## src/rtl/timer_counter_if.sv

```systemverilog
// Register bus between the system bridge and the timer: word address, write strobe and data, read data, irq.
// Latency: purely a wiring bundle, adds no delay.
// Backpressure: none; the bus has no handshake and every access completes in one cycle.
interface timer_counter_if;
  logic [1:0]  addr;
  logic        we;
  logic [31:0] din;
  logic [31:0] dout;
  logic        irq;

  // Bridge side drives the access and observes read data and the interrupt line.
  modport master (output addr, output we, output din, input dout, input irq);
  // Timer side.
  modport slave  (input addr, input we, input din, output dout, output irq);
endinterface

```

## src/rtl/timer_counter.sv

```systemverilog
// Memory-mapped 32-bit down-counting timer with one-shot and auto-reload modes (auto-reload under TIMER_AUTORELOAD_EN).
// Latency: reads are combinational on addr; writes land on the next rising edge of clk.
// Backpressure: none; every bus write is accepted on the edge it is presented.
module timer_counter #(
  parameter logic [31:0] RESET_PRESET = 32'h0000_0000
) (
  input  logic           clk,
  input  logic           reset,
  timer_counter_if.slave bus
);

  typedef enum logic [1:0] {
    IDLE = 2'd0,
    LOAD = 2'd1,
    CNT  = 2'd2,
    INT  = 2'd3
  } state_t;

  localparam logic [1:0] ADDR_CTRL   = 2'd0;
  localparam logic [1:0] ADDR_PRESET = 2'd1;
  localparam logic [1:0] ADDR_COUNT  = 2'd2;

  // ctrl_q: [0] EN, [2:1] MODE, [3] IM
  logic [3:0]  ctrl_q, ctrl_d;
  logic [31:0] preset_q;
  logic [31:0] count_q, count_d;
  logic        pending_q, pending_d;
  state_t      state_q, state_d;
  logic        ctrl_we;
  logic        preset_we;
  logic        expire;

  assign ctrl_we   = bus.we && (bus.addr == ADDR_CTRL);
  assign preset_we = bus.we && (bus.addr == ADDR_PRESET);

  // State register.
  always_ff @(posedge clk) begin
    if (reset) state_q <= IDLE;
    else       state_q <= state_d;
  end

  // Next state plus register updates; FSM decisions use pre-edge EN, and a CTRL write overrides the FSM's EN clear.
  always_comb begin
    state_d   = state_q;
    count_d   = count_q;
    pending_d = pending_q;
    ctrl_d    = ctrl_q;
    expire    = 1'b0;
    case (state_q)
      IDLE: begin
        if (ctrl_q[0]) state_d = LOAD;
      end
      LOAD: begin
        count_d = preset_q;
        state_d = CNT;
      end
      CNT: begin
        if (!ctrl_q[0]) begin
          state_d = IDLE;
        end else if (count_q != 32'd0) begin
          count_d = count_q - 32'd1;
        end else begin
          state_d = INT;
          expire  = 1'b1;
        end
      end
      INT: begin
`ifdef TIMER_AUTORELOAD_EN
        if (ctrl_q[2:1] == 2'b01) begin
          pending_d = 1'b0;
          state_d   = LOAD;
        end else begin
          ctrl_d[0] = 1'b0;
          state_d   = IDLE;
        end
`else
        ctrl_d[0] = 1'b0;
        state_d   = IDLE;
`endif
      end
      default: state_d = IDLE;
    endcase
    if (ctrl_we) begin
      ctrl_d    = bus.din[3:0];
      pending_d = 1'b0;
    end
    // Expiry on the same edge as a CTRL write still latches the interrupt.
    if (expire) pending_d = 1'b1;
  end

  // Datapath registers.
  always_ff @(posedge clk) begin
    if (reset) begin
      ctrl_q    <= 4'd0;
      preset_q  <= RESET_PRESET;
      count_q   <= 32'd0;
      pending_q <= 1'b0;
    end else begin
      ctrl_q    <= ctrl_d;
      count_q   <= count_d;
      pending_q <= pending_d;
      if (preset_we) preset_q <= bus.din;
    end
  end

  // Read mux; the reserved offset reads zero.
  always_comb begin
    bus.dout = 32'd0;
    case (bus.addr)
      ADDR_CTRL:   bus.dout = {28'd0, ctrl_q};
      ADDR_PRESET: bus.dout = preset_q;
      ADDR_COUNT:  bus.dout = count_q;
      default:     bus.dout = 32'd0;
    endcase
  end

  assign bus.irq = pending_q & ctrl_q[3];

endmodule

```

## src/flat_wrapper.sv

```systemverilog
// flat-port wrapper written by rule: the top's interface ports become plain ports
module timer_counter_flat 
#(
  parameter logic [31:0] RESET_PRESET = 32'h0000_0000
)
  (clk, reset, bus_addr, bus_we, bus_din, bus_dout, bus_irq);
  timer_counter_if bus_i ();
  input  logic clk;
  input  logic reset;
  input wire logic [$bits(bus_i.addr)-1:0] bus_addr;
  input wire logic [$bits(bus_i.we)-1:0] bus_we;
  input wire logic [$bits(bus_i.din)-1:0] bus_din;
  output wire logic [$bits(bus_i.dout)-1:0] bus_dout;
  output wire logic [$bits(bus_i.irq)-1:0] bus_irq;
  assign bus_i.addr = bus_addr;
  assign bus_i.we = bus_we;
  assign bus_i.din = bus_din;
  assign bus_dout = bus_i.dout;
  assign bus_irq = bus_i.irq;
  timer_counter #(.RESET_PRESET(RESET_PRESET)) u_core (.clk(clk), .reset(reset), .bus(bus_i));
endmodule
```

## config.mk

```make
export PLATFORM = sky130hd
export DESIGN_NAME = timer_counter_flat
export DESIGN_NICKNAME = d
export VERILOG_FILES = /design/src/rtl/timer_counter_if.sv /design/src/rtl/timer_counter.sv /design/src/flat_wrapper.sv
export SDC_FILE = /design/constraint.sdc
export NUM_CORES = 1
export LEC_CHECK = 0
export ABC_AREA = 1
export BUFFER_PORTS_ARGS = -buffer_cell sky130_fd_sc_hd__buf_4
export CELL_PAD_IN_SITES_DETAIL_PLACEMENT = 1
export CELL_PAD_IN_SITES_GLOBAL_PLACEMENT = 1
export CORE_MARGIN = 2
export CORE_UTILIZATION = 39
export DETAILED_ROUTE_END_ITERATION = 10
export PLACE_DENSITY_LB_ADDON = 0.1
export REMOVE_ABC_BUFFERS = 1
export SETUP_SLACK_MARGIN = 0.4
export SLEW_MARGIN = 25
export SYNTH_ARGS = -nofsm -noshare
export SYNTH_HDL_FRONTEND = slang
export SYNTH_SLANG_ARGS = --single-unit
```

## constraint.sdc

```tcl
create_clock -name clk -period 1.98 [get_ports clk]
set_clock_uncertainty 0.05 [all_clocks]
set_input_delay 0.396 -clock clk [delete_from_list [all_inputs] [get_ports clk]]
set_output_delay 0.396 -clock clk [all_outputs]
set_load 0.02 [all_outputs]
```

# --- Word-level counts from Yosys, hierarchy flattened ---
# Index checks and enable logic that the tools add are counted.
totals:
  register_bits: 71
  latch_bits: 0
  ramBits: 0
  mem_bits_ro: 0
  inputBits: 37
  output_inout_bits: 33
  word_cells: 42
  n_memories: 0
classes:
  n_addsub: 1
  multipliers: 0
  div: 0
  magnitude_cmp: 0
  n_eq_ne: 9
  shift: 0
  mux: 15
  bitwise: 1
  reduce_logical: 10
op_table:
  columns: ["op", "n"]
  rows:
  - ["case mux 32 bit (3 select lines)", 1]
  - ["2-to-1 mux 32 bit", 2]
  - ["case mux 32 bit (2 select lines)", 1]
  - ["nonzero test 32 bit", 1]
  - ["subtractor 32 x 1 -> 32 bit, second input constant", 1]
  - ["case mux 2 bit (4 select lines)", 1]
  - ["2-to-1 mux 1 bit", 7]
  - ["== test 2 bit, second input constant", 3]
  - ["2-to-1 mux 2 bit", 3]
  - ["inequality test 2 x 1 -> 1 bit, second input constant", 3]
  - ["nonzero test 2 bit", 3]
  - ["== test 2 x 1 -> 1 bit, second input constant", 2]
  - ["logical NOT 2 bit", 2]
  - ["inequality test 3 bit, second input constant", 1]
  - ["AND reduction 3 bit", 1]
  - ["logical AND 1 bit", 2]
  - ["AND reduction 2 bit", 1]
  - ["AND 1 bit", 1]

# --- Longest topological paths before layout ---
depth:
  word_depth: 5
  mapped_depth: 13
  ltp_nobuf: 12

# --- Least setup slack after synthesis ---
# No wires, ideal clock.
synth_path:
  path_kind: "input-to-output"
  from: "input bus_addr[0]"
  to: "output bus_dout[2]"
  t_arrival_ns: 1.286
  required_time_ns: 1.534
  path_slack_ns: 0.248
  cell_stages: 5
  path_cell_list: "inv_1 > nor2_1 > inv_1 > clkbuf_1 > o221ai_1"
synth_between:
  elab_chain_cells: 2
  word_cells_on_any_way: 4
  cone_classes: "eq/ne (2); mux (1); reduce/logical (1)"
synth_rtl:
  columns: ["item", "line", "source"]
  rows:
  - ["start, declared", "flat_wrapper.sv:10", "input wire logic [$bits(bus_i.addr)-1:0] bus_addr;"]
  - ["== test 2 bit (tied with other cells)", "timer_counter.sv:109", "case (bus.addr)"]
  - ["case mux 32 bit (3 select lines) *", "timer_counter.sv:109", null]
  - ["end, declared", "flat_wrapper.sv:13", "output wire logic [$bits(bus_i.dout)-1:0] bus_dout;"]
# Every way passes the cells marked *; elsewhere a longest branch is shown, timed or not.

# --- Final worst setup path ---
layout_path:
  from: "register u_core.count_q[19]"
  to: "register u_core.count_q[27]"
layout_between:
  elab_chain_cells: 4
  word_cells_on_any_way: 7
  cone_classes: "add/sub (1); eq/ne (1); mux (3); reduce/logical (2)"
layout_rtl:
  columns: ["item", "line", "source"]
  rows:
  - ["start, declared", "timer_counter.sv:26", "logic [31:0] count_q, count_d;"]
  - ["start signal, assigned", "timer_counter.sv:100", "count_q <= count_d;"]
  - ["subtractor 32 x 1 -> 32 bit", "timer_counter.sv:61", "count_d = count_q - 32'd1;"]
  - ["2-to-1 mux 32 bit", "timer_counter.sv:60", "end else if (count_q != 32'd0) begin"]
  - ["2-to-1 mux 32 bit", "timer_counter.sv:58", "if (!ctrl_q[0]) begin"]
  - ["case mux 32 bit (2 select lines)", "timer_counter.sv:49", "case (state_q)"]
# Parallel ways exist; a longest one is shown, timed or not. The select of a mux whose other input is x is not followed.
# A chain may end at the register's enable or synchronous reset.

==> results.md <==
- Status: complete, no violations
- Initial Util: 40.20%
- Largest family of logic cells by synthesized area: simple AND/OR/NAND/NOR gates
- CORE AREA: 10,370 um2
- Vias in the first global route: 5,051
- CTS Buf Count: 9
- Netlist cell types: 30
- Worst reg2reg startpoint: u_core.count_q[19]
- Largest net degree at the start of global routing: 36
- Fmax: 514.3 MHz
- Clock sinks: 71
- Worst vdd ir: 708.6 uV
- Antenna fix cells: 0
- Layout cells sized above 1: 39.43%
- CTS tree: built
- Yosys reg bits: 71
- Worst-case clock buffer depth: 2
- Most common cell in the netlist: nand2_1
- Critical Path RT: 2210 ps
- Crit Path Max Fanout: 5
- DRC Markers: 0
- WL final: 20,360 um
- Drt initial violations: 372
- R2r worst-path depth: 9
- Min Tclk post-route: 1944 ps
- Synth Area in Compound Gates: 23.71%
- Ports: 70
- Worst slew pin tran: 340.7 ps
- Worst R2R End: u_core.count_q[27]
- Met3 Use GR: 5.751%
- First-pass DRT Iterations: 5
- Mapped Area: 4169 um2
- Cts hold-fix bufs: 0
- Met1 Usage GRT: 34.95%
- MaxCap Viol Count: 0
- EDFF count, synth: 0
- CP Class: reg2reg
- Routability Congestion: 0.9191
- Layout Utilization: 62.21%
- Total grt overflow: 0
- Worst Setup Start Kind: register
- Syn. warnings: 0
- Die Height: 107.4 um
- Port buffer count: 69
- Cell Count Post-Placement: 865
- Cells after synthesis: 666
- Routed WL per cell: 22.33 um
- Setup TNS: 0 ps
- Leak pwr: 2.648 nW
- Total power: 0.009079 W
- Top cell type's share of synthesized area: 34.09%
- Antenna Nets Post-Route: 0
- Detailed-route via count: 5,325
- Post-synth top cells: nand2_1, nor2_1, inv_1
- Worst hold slack: 252.0 ps
- Main flop type after synthesis: dfxtp_1
- Die Width: 107.4 um
- # rows: 37
- Pwr dens: 1407 nW/um2
- Gr busiest metal: met2
- Largest cells by area after synthesis: dfxtp_1, nand2_1, o21ai_0
- Fin cells: 912
- Htree depth: 3
- Crit share post-route: 98.20%
- Multiplexer share of the synthesized area: 0%
- Post-synthesis async set-or-reset flop share: 0%
- Setup crit start: u_core.count_q[19]
- Slew Limit Fails: 0
- Hold Crit Class: in2reg
- Worst Setup End Kind: register
- Gr usage total: 29.25%
- XOR/XNOR share of the synthesized area: 0.4202%
- Area delta synth->final: 54.74%
- Clock root buffer: clkbuf_8
- Detailed placer's ending HPWL: 10,350 um
- Worst relative slew slack: 77.29%
- Hold Violations, Final: 0
- RSZ-0062 raised after global routing: true
- Die area: 11,530 um2
- Fin nets: 815
- Synth Area in Simple Gates: 28.99%
- Syn Area/Cell: 6.260 um2
- Clk_lat worst skew: 370 ps
- Critical Path AT: 2170 ps
- R2R setup slack: 40 ps
- First-pass GRT wire length: 26,190 um
- Adder-cell share of the synthesized area: 1.501%
- Synth area leader: dfxtp_1
- Crit path to: u_core.count_q[27]
- Met2 usage: 50.63%
- Post-synthesis sequential area ratio: 34.09%
- Initial antenna violation count: 0
- Via-to-Cell Ratio: 5.839
- Endpoints failing setup: 0
- Clock-pin slew on the worst setup and hold paths: 80 ps
worst min path at each step:
| stage | startpoint | endpoint | slack, ps | cells past startpoint |
|---|---|---|---|---|
| 2_1_floorplan | u_core.preset_q[26] | u_core.preset_q[26] | 390 | 2 |
| 3_3_place_gp | u_core.preset_q[29] | u_core.preset_q[29] | 410 | 2 |
| 3_5_place_dp | u_core.preset_q[1] | u_core.preset_q[1] | 420 | 2 |
| 4_1_cts | bus_din[0] | u_core.ctrl_q[0] | 230 | 2 |
| 5_1_grt | bus_din[8] | u_core.preset_q[8] | 260 | 3 |
| 6_report | bus_din[3] | u_core.ctrl_q[3] | 250 | 3 |
layout by cell type (no fill, tap or decap), types with 23 or more instances in the layout:
cell type | synthesis | layout
buf_4 | 1 | 76
a21oi_1 | 57 | 53
nand3_1 | 34 | 30
nor2_2 | 2 | 23
nor2_1 | 100 | 62
nand2_1 | 135 | 116
o21ai_0 | 78 | 75
inv_1 | 82 | 65
buf_6 | 4 | 36
dfxtp_1 | 71 | 38
sequential cells by signal, summed over array words and instances, names as in the netlist:
name / flops
u_core.count_q: 32
u_core.ctrl_q: 4
u_core.pending_q: 1
u_core.state_q: 2
u_core.preset_q: 32
through the flow:
step	setup WS, ps	instance area (um2)
CTS	275.7	5831
floorplan	-677.8	4010
finish	35.57	6451
detailed placement	115.4	4971
global route	-56.55	6451
global placement	101.0	4971
critical path: stages, from the launching register on:
cell     delay, ps
dfxtp_4        380
nor2_2         290
nand2_2        160
nor2_1         180
nand2_1        120
o21ai_0        230
nand3_1        110
nand2_1         70
nand2_1         60
a21oi_1        190
cell families (layout without fill, tap and decap cells):
logic type / count (synthesis) / after routing
simple gates: 287 / 287
xor+xnor: 2 / 2
fa+ha+maj: 5 / 5
flops: 71 / 71
buf+inv: 115 / 225
compound gates: 186 / 186
per-layer routing:
metal | vias up | wire length (um) | part of all wire, %
met5 | - | 0 | 0
met4 | 0 | 895 | 4.4
met3 | 66 | 1113 | 5.5
met2 | 212 | 10260 | 50
met1 | 2645 | 8095 | 40
li1 | 2402 | - | -
what timing repair did:
item	in CTS	in global routing
gates resized for setup	158	111
gates cloned	4	3
pin swaps	18	31
setup endpoints to repair	67	67
setup buffers	10	16
cell type report:
cell class	instances	area (um2)
clock buffers	13	158.9
flip-flops and latches	71	1495
repair buffers	128	1326
multi-input cells	480	2959
fillers	1272	3919
clock inverters	1	5.005
well taps	136	170.2
inverters	83	336.6
power breakdown:
group	internal, W	switching (W)	leakage [nW]	total, W
registers	0.00169	0.000309	0.599	0.00200
clock network	0.000510	0.000582	0.0854	0.00109
logic	0.00225	0.00373	1.96	0.00598
total	0.00446	0.00462	2.65	0.00908
Note: power is estimated with default switching activity, not from simulation.
